## src/rtl/counter_param.sv

```systemverilog
// Parametrised up/down counter with step, saturate and load modes.
// Registered Q plus one-cycle rco/err pulses and a sat level flag.
module counter_param #(
  parameter int WIDTH   = 4,
  parameter int STEP    = 3,
  parameter int MAX_VAL = 2**WIDTH-1
) (
  input  logic             clk,
  input  logic             reset_L,
  input  logic             enable,
  input  logic [2:0]       modo,
  input  logic [WIDTH-1:0] D,
  output logic [WIDTH-1:0] Q,
  output logic             rco,
  output logic             sat,
  output logic             err
);

  localparam logic [2:0] M_UP1  = 3'b000;
  localparam logic [2:0] M_DN1  = 3'b001;
  localparam logic [2:0] M_UPN  = 3'b010;
  localparam logic [2:0] M_LOAD = 3'b011;
  localparam logic [2:0] M_SUP  = 3'b100;
  localparam logic [2:0] M_SDN  = 3'b101;
  localparam logic [2:0] M_HOLD = 3'b110;
  localparam logic [2:0] M_RSV  = 3'b111;

  // One extra bit so Q+STEP and MAX_VAL+1 never truncate.
  localparam logic [WIDTH:0] MAX_X  = (WIDTH+1)'(MAX_VAL);
  localparam logic [WIDTH:0] MOD_X  = (WIDTH+1)'(MAX_VAL + 1);
  localparam logic [WIDTH:0] STEP_X = (WIDTH+1)'(STEP);
  localparam logic [WIDTH-1:0] MAX_Q = WIDTH'(MAX_VAL);
  localparam logic [WIDTH-1:0] ZERO_Q = '0;

  logic [WIDTH-1:0] q_nxt;
  logic             rco_nxt;
  logic             sat_nxt;
  logic             err_nxt;
  logic [WIDTH:0]   sum_x;
  logic [WIDTH:0]   d_x;

  // Next-state and flag decode for the sampled mode.
  always_comb begin
    q_nxt   = Q;
    rco_nxt = 1'b0;
    sat_nxt = 1'b0;
    err_nxt = 1'b0;
    sum_x   = {1'b0, Q} + STEP_X;
    d_x     = {1'b0, D};
    if (enable) begin
      unique case (modo)
        M_UP1: begin
          rco_nxt = (Q == MAX_Q);
          q_nxt   = rco_nxt ? ZERO_Q : Q + 1'b1;
        end
        M_DN1: begin
          rco_nxt = (Q == ZERO_Q);
          q_nxt   = rco_nxt ? MAX_Q : Q - 1'b1;
        end
        M_UPN: begin
          rco_nxt = (sum_x > MAX_X);
          q_nxt   = rco_nxt ? WIDTH'(sum_x - MOD_X)
                            : WIDTH'(sum_x);
        end
        M_LOAD: begin
          if (d_x > MAX_X) begin
            q_nxt   = MAX_Q;
            err_nxt = 1'b1;
          end else begin
            q_nxt   = D;
            rco_nxt = (D == MAX_Q);
          end
        end
        M_SUP: begin
          q_nxt   = (Q == MAX_Q) ? MAX_Q : Q + 1'b1;
          sat_nxt = (q_nxt == MAX_Q);
        end
        M_SDN: begin
          q_nxt   = (Q == ZERO_Q) ? ZERO_Q : Q - 1'b1;
          sat_nxt = (q_nxt == ZERO_Q);
        end
        M_HOLD: begin
          q_nxt = Q;
        end
        M_RSV: begin
          err_nxt = 1'b1;
        end
      endcase
    end
  end

  // Output registers; reset discards any in-flight count.
  always_ff @(posedge clk or negedge reset_L) begin
    if (!reset_L) begin
      Q   <= '0;
      rco <= 1'b0;
      sat <= 1'b0;
      err <= 1'b0;
    end else begin
      Q   <= q_nxt;
      rco <= rco_nxt;
      sat <= sat_nxt;
      err <= err_nxt;
    end
  end

endmodule

```

## config.mk

```make
export PLATFORM = sky130hd
export DESIGN_NAME = counter_param
export DESIGN_NICKNAME = d
export VERILOG_FILES = /design/src/rtl/counter_param.sv
export SDC_FILE = /design/constraint.sdc
export NUM_CORES = 1
export LEC_CHECK = 0
export CORE_ASPECT_RATIO = 0.8
export CORE_UTILIZATION = 30
export DETAILED_ROUTE_END_ITERATION = 6
export GPL_TIMING_DRIVEN = 0
export PLACE_DENSITY = 0.56
export SLEW_MARGIN = 5
export SYNTH_ARGS = -nofsm -noshare
export SYNTH_HDL_FRONTEND = slang
export SYNTH_SLANG_ARGS = --single-unit
```

## constraint.sdc

```tcl
create_clock -name clk -period 2.4 [get_ports clk]
set_input_delay 0.72 -clock clk [delete_from_list [all_inputs] [get_ports clk]]
set_output_delay 0.72 -clock clk [all_outputs]
set_load 0.005 [all_outputs]
```

==> results of run 1 <==
[synthesized netlist by cell type, types with 2 or more instances]
master    instances  area, sq um
a21oi_1           7         35.0
nor2_1            5         18.8
a31oi_1           7         43.8
nand3_1           4         20.0
o22ai_1           2         12.5
buf_2             2         10.0
nor2b_1           4         25.0
o21ai_0           6         30.0
inv_1             7         26.3
nor3_1            6         30.0
o32a_1            2         20.0
dfrtp_1           7          175
nand2_1          11         41.3
xnor2_1           2         17.5
buf_4             2         15.0
nand2b_1          3         18.8
ha_1              3         37.5
[worst register-to-register path, cell delays in order (launching register included)]
cell and delay, ns:
dfrtp_1 0.43, buf_2 0.22, inv_1 0.12, ha_1 0.27, or3b_1 0.43, nand2_1 0.12, a21oi_1 0.09, a31oi_1 0.19
o221a_1 0.20
[area by class of cell]
cell class | count | share of cell area
buffer | 7 | 0.0429
clock buffer | 4 | 0.0250
inverter | 7 | 0.0250
multi-input combinational | 90 | 0.555
sequential | 7 | 0.167
tap | 36 | 0.0429
timing repair buffer | 15 | 0.143
[power breakdown]
group	total, uW	switching [uW]	leakage, uW	internal (uW)
combinational	344	190	0.000325	154
clock	102	38.9	0.0000150	63.2
sequential	166	33.0	0.0000864	133
total	612	262	0.000427	351
[state kept, by name (all words and copies together), names as in the netlist]
name and flops:
sat 1, rco 1, err 1, Q 4
[layer usage]
layer,part of all wire,up-vias
met2,0.44,56
met1,0.46,463
met3,0.093,2
li1,-,457
met4,0.0084,0
met5,0,-
[cell usage in the layout, fill, tap and decap left out, types with 2 or more instances in the layout]
| master | count |
|---|---|
| clkdlybuf4s50_1 | 15 |
| buf_2 | 2 |
| nand2_1 | 11 |
| dfrtp_1 | 7 |
| nand3_1 | 4 |
| a31oi_1 | 7 |
| nor3_1 | 6 |
| buf_4 | 2 |
| inv_1 | 7 |
| nor2b_1 | 4 |
| clkbuf_1 | 2 |
| o32a_1 | 2 |
| o22ai_1 | 2 |
| clkbuf_4 | 3 |
| a21oi_1 | 7 |
| nor2_1 | 5 |
| o21ai_0 | 6 |
| xnor2_1 | 2 |
| ha_1 | 3 |
| nand2b_1 | 3 |
[metrics by stage]
| step | TNS [ns] | hold slack [ns] | setup slack [ns] |
|---|---|---|---|
| 6_report | 0 | 0.726 | 0.218 |
| 5_1_grt | 0 | 0.735 | 0.140 |
| 4_1_cts | 0 | 0.728 | 0.260 |
| 3_5_place_dp | -0.00370 | 0.786 | -0.00370 |
| 3_3_place_gp | -0.00258 | 0.789 | -0.00258 |
| 2_1_floorplan | 0 | 0.424 | 0.549 |
[final timing paths]
kind,end
hold reg to reg,Q[1]$_DFFE_PN0P_
setup reg to reg,Q[2]$_DFFE_PN0P_
min in group clk,Q[1]$_DFFE_PN0P_
setup / recovery,Q[3]$_DFFE_PN0P_
hold / removal,Q[3]$_DFFE_PN0P_
max in group asynchronous,Q[0]$_DFFE_PN0P_
[cell families (layout without fill, tap and decap cells)]
| family | after synthesis | in the layout | synth area share |
|---|---|---|---|
| AO/OA/AOI/OAI | 40 | 40 | 0.339 |
| XOR/XNOR | 2 | 2 | 0.0211 |
| adder cells (fa/ha/maj) | 3 | 3 | 0.0453 |
| buffers and inverters | 14 | 33 | 0.0860 |
| flip-flops | 7 | 7 | 0.211 |
| multiplexers | 1 | 1 | 0.0121 |
| AND/OR/NAND/NOR | 44 | 44 | 0.285 |
==> run metrics, run 1 <==
static leakage about 0.00043 uW; number of stages on the worst setup path 6; RSZ-0062 raised after global routing false; category of the worst setup path capture point flop; clk buf depth 2; clock latency on the worst-skew pair ~0.24 ns; number of instances in the synthesized netlist about 110; maximum VDD drop 0.000277 V; deepest level of the CTS H-tree 1; Placed Cells ~160; arrival time at the worst endpoint 2.31 ns; crit-path cells clkdlybuf4s50_1, nand2b_1, o41ai_1, a22oi_1, a21oi_1, o32a_1; total placed instance area around 1000 sq um; clock buffer count from CTS 3; sum of buffers and inverters on the critical path 1; met1 track demand over resource in global routing 0.326; busiest grt layer met1; Resized cells post-CTS 0; Crit-path slowest cell clkdlybuf4s50_1; area added between synthesis and finish 26.7%; worst reg2reg path startpoint Q[0]$_DFFE_PN0P_; path depth of the worst reg2reg path 8; Power, Total roughly 610 uW; Synth Area per Inst between 7 and 8 sq um; clock tree from TritonCTS built; HPWL reported at the end of detailed placement approximately 2000 um; Yosys warnings 0; number of antenna diodes 0; worst-path fanout max 8; number of standard cells in the final layout excluding fillers 166; final std cell area, no fill approximately 1100 sq um; peak clock frequency supported by timing 458 MHz; start point of the critical path modo[1]; number of fillers in the final layout 280; final critical-path share of the clock period 0.909; CTS root buffer clkbuf_4; number of synthesized register bits 7; Multi-input gate area roughly 600 sq um; row count 16; ys async rst share 1.00; Die Area 2980 sq um; post-detailed-route DRC marker count 0; number of vias per cell just under 6; global-route wire length before repair around 4400 um; clock slew at the register clock pins of the worst setup and hold paths ~0.05 ns; layout cell share with drive strength beyond 1 0.0923; DR iter-0 viols 54; Tightest Pin Transition 0.448 ns; port bufs 15; register-to-register path setup slack 0.28 ns; Net Count, Synth approximately 120; Max-slew headroom 0.701; via count of the first global-routing pass 861; Hold Fails Final Rpt 0; maximum number of pins on one net before global-route repair 11; antenna violations before repair 0; final core utilization 0.417; post-synth design cell area between 800 and 900 sq um; number of top-level pins 17; Primary FF master, synth dfrtp_1; reported max-cap violation count 0; post-layout net count between 100 and 150; Die W 60.8 um; family with the most delay on the worst path compound AO/OA/AOI/OAI gates; Detailed Route WL ~2600 um; area of the core region roughly 2500 sq um; total global routing overflow 0; sequential cell area between 150 and 200 sq um; minimum clock period after layout about 2.2 ns; Post-CTS Hold Fix Bufs 0; effective utilization at floorplan 0.329; met3 track demand over resource in global routing 0.0504; number of flops mapped to enable cells by yosys 0; number of different library cells in the post-synthesis netlist between 40 and 50; vias around 1000; count of endpoints failing setup in the final report 0; run status completed; global-route usage over all layers 0.204; type of the setup path with the least slack in2reg; Setup Skew approximately 0.0014 ns; die extent in y just under 50 um; Hold WC Path Type in2async; CTS sink count 7; Worst setup SP type input pin; GPL Wtd Cong 0.879; post-route ant nets 0; power density over cell area 583 nW/um^2; Pins Over Slew Limit 0; drt pass-1 iters 4; critical path's largest stage delay 0.64 ns; portion of the post-synthesis area used by sequential elements 0.211; met2 track demand over resource in global routing 0.267; WL/cell about 16 um; number of post-CTS setup repair buffers 0; data required time at the worst endpoint around 2.5 ns
Note: power is estimated with default switching activity, not from simulation.
==> inputs of run 2 (changes only) <==
GPL_TIMING_DRIVEN = default   (was 0)
clock period = 2.35 ns   (was 2.4 ns; I/O delays follow)
==> run 2 against run 1 <==
Non-clock buffer count rose by 6. Die area is the same. Clock skew shrank 0.0013 ns. Hold slack lost 0.017 ns. Critical path depth down 4. Sequential power about the same. Via count up 0.20%. Global-route usage decreased by 1.9 points. Sequential share of layout area down 0.83 points. Cell count rose by 3.6%. Power rose by 3.0%. Clock-buffer cell count unchanged.
==> run metrics, run 2 (synthesis gave the netlist of run 1 again) <==
Hold WC Path Type in2async; area of the core region around 2500 sq um; worst-path fanout max 9; port bufs 16; least setup slack across all paths after layout about 0.15 ns; effective utilization at floorplan 0.329; post-layout net count 150; HPWL reported at the end of detailed placement slightly below 2000 um; maximum number of pins on one net before global-route repair 16; count of endpoints failing setup in the final report 0; RSZ-0062 raised after global routing false; Die Area approximately 3000 sq um; CTS sink count 7; Die W roughly 60 um; clk buf depth 2; Crit-path slowest cell dfrtp_1; Setup Skew ~0.00014 ns; WL/cell 14.6 um; area added between synthesis and finish 33.3%; design internal power approximately 370 uW; run status completed; most used cells in the layout excluding fill and tap cells 16 x clkdlybuf4s50_1, 12 x buf_4, 11 x nand2_1; worst reg2reg path startpoint Q[0]$_DFFE_PN0P_; part of the total power dissipated in sequential elements 0.268; sw power ~260 uW; number of post-CTS setup repair buffers 0; peak clock frequency supported by timing ~450 MHz; Hold Fails Final Rpt 0; final critical-path share of the clock period 0.936; Tightest Pin Transition 0.337 ns; global-route usage over all layers 0.185; layout cell share with drive strength beyond 1 0.132; clock latency on the worst-skew pair 0.25 ns; endpoint of the lowest-slack register-to-register path Q[1]$_DFFE_PN0P_; clock slew at the register clock pins of the worst setup and hold paths approximately 0.050 ns; sw frac 0.417; reported max-cap violation count 0; drt pass-1 iters 4; post-route ant nets 0; antenna violations before repair 0; register-to-register path setup slack between 0.3 and 0.4 ns; static leakage between 0.0004 and 0.0005 uW; Max-slew headroom 0.775; most common cell after layout, fill and taps aside clkdlybuf4s50_1; minimum clock period after layout approximately 2.2 ns; clock share of power 0.167; post-detailed-route DRC marker count 0; number of top-level pins 17; final std cell area, no fill approximately 1100 sq um; arrival time at the worst endpoint between 1 and 1.5 ns; Pins Over Slew Limit 0; power density over cell area approximately 570 nW/um^2; DR iter-0 viols 49; total global routing overflow 0; maximum VDD drop roughly 0.00023 V; vias 980; largest reg by FF count Q; clock buffer count from CTS 3; category of the worst setup path capture point primary output; total placed instance area ~1100 sq um; Power, Total roughly 630 uW; row count 16; path depth of the worst reg2reg path 7; Resized cells post-CTS 0; combinational power share 0.565; via count of the first global-routing pass ~900; Post-CTS Hold Fix Bufs 0; GPL Wtd Cong roughly 0.93; Detailed Route WL 2510 um; CTS root buffer clkbuf_4; critical path's largest stage delay around 0.53 ns; number of vias per cell around 5.7; number of antenna diodes 0; Worst setup SP type flop; crit-path cells buf_4, clkdlybuf4s50_1; final setup TNS 0 ns; type of the setup path with the least slack reg2out; max reg flops 4; data required time at the worst endpoint ~1.6 ns; deepest level of the CTS H-tree 1; die extent in y slightly below 50 um; global-route wire length before repair just over 4000 um; clock tree from TritonCTS built; setup slack after placement -0.00553 ns
## run 2: power by group through the flow
stage	clock network, uW	logic, uW	registers, uW
floorplan	0	229	163
CTS	111	353	168
detailed placement	0	350	169
finish	105	356	169
global placement	0	354	169
global route	119	392	170
## run 2: cell type report
cell class | instances | area (sq um)
Fill cell | 278 | 1420
Tap cell | 36 | 45.0
Multi-Input combinational cell | 90 | 583
Clock buffer | 4 | 26.3
Inverter | 7 | 26.3
Timing Repair Buffer | 28 | 250
Sequential cell | 7 | 175
## run 2: how the worst max path moves through the flow
stage	start	end	slack, ns	cells past startpoint
finish	Q[0]$_DFFE_PN0P_	Q[0]	0.15	2
global route	Q[0]$_DFFE_PN0P_	Q[0]	0.11	2
detailed placement	modo[1]	Q[3]$_DFFE_PN0P_	-0.006	7
CTS	Q[0]$_DFFE_PN0P_	Q[0]	0.15	2
floorplan	Q[0]$_DFFE_PN0P_	Q[1]$_DFFE_PN0P_	0.50	8
global placement	modo[0]	Q[3]$_DFFE_PN0P_	0.01	6
## run 2: critical path, delay by kind of cell, from the launching register on
family                 cells  cell delay [ns]
buffers and inverters      2             0.72
flip-flops                 1             0.53
## run 2: layer usage
layer	global-route usage	up-vias	share of wire
li1	-	465	-
met3	0.0477	4	0.098
met1	0.286	456	0.46
met2	0.247	55	0.43
met5	0	-	0
met4	0.0530	0	0.014
## run 2: through the flow
| step | util | std cells | hold slack (ns) |
|---|---|---|---|
| 2_1_floorplan | - | 111 | 0.409 |
| 3_3_place_gp | 0.428 | 168 | 0.721 |
| 3_5_place_dp | 0.428 | 168 | 0.729 |
| 4_1_cts | 0.438 | 172 | 0.710 |
| 5_1_grt | 0.438 | 172 | 0.732 |
| 6_report | 0.438 | 172 | 0.709 |
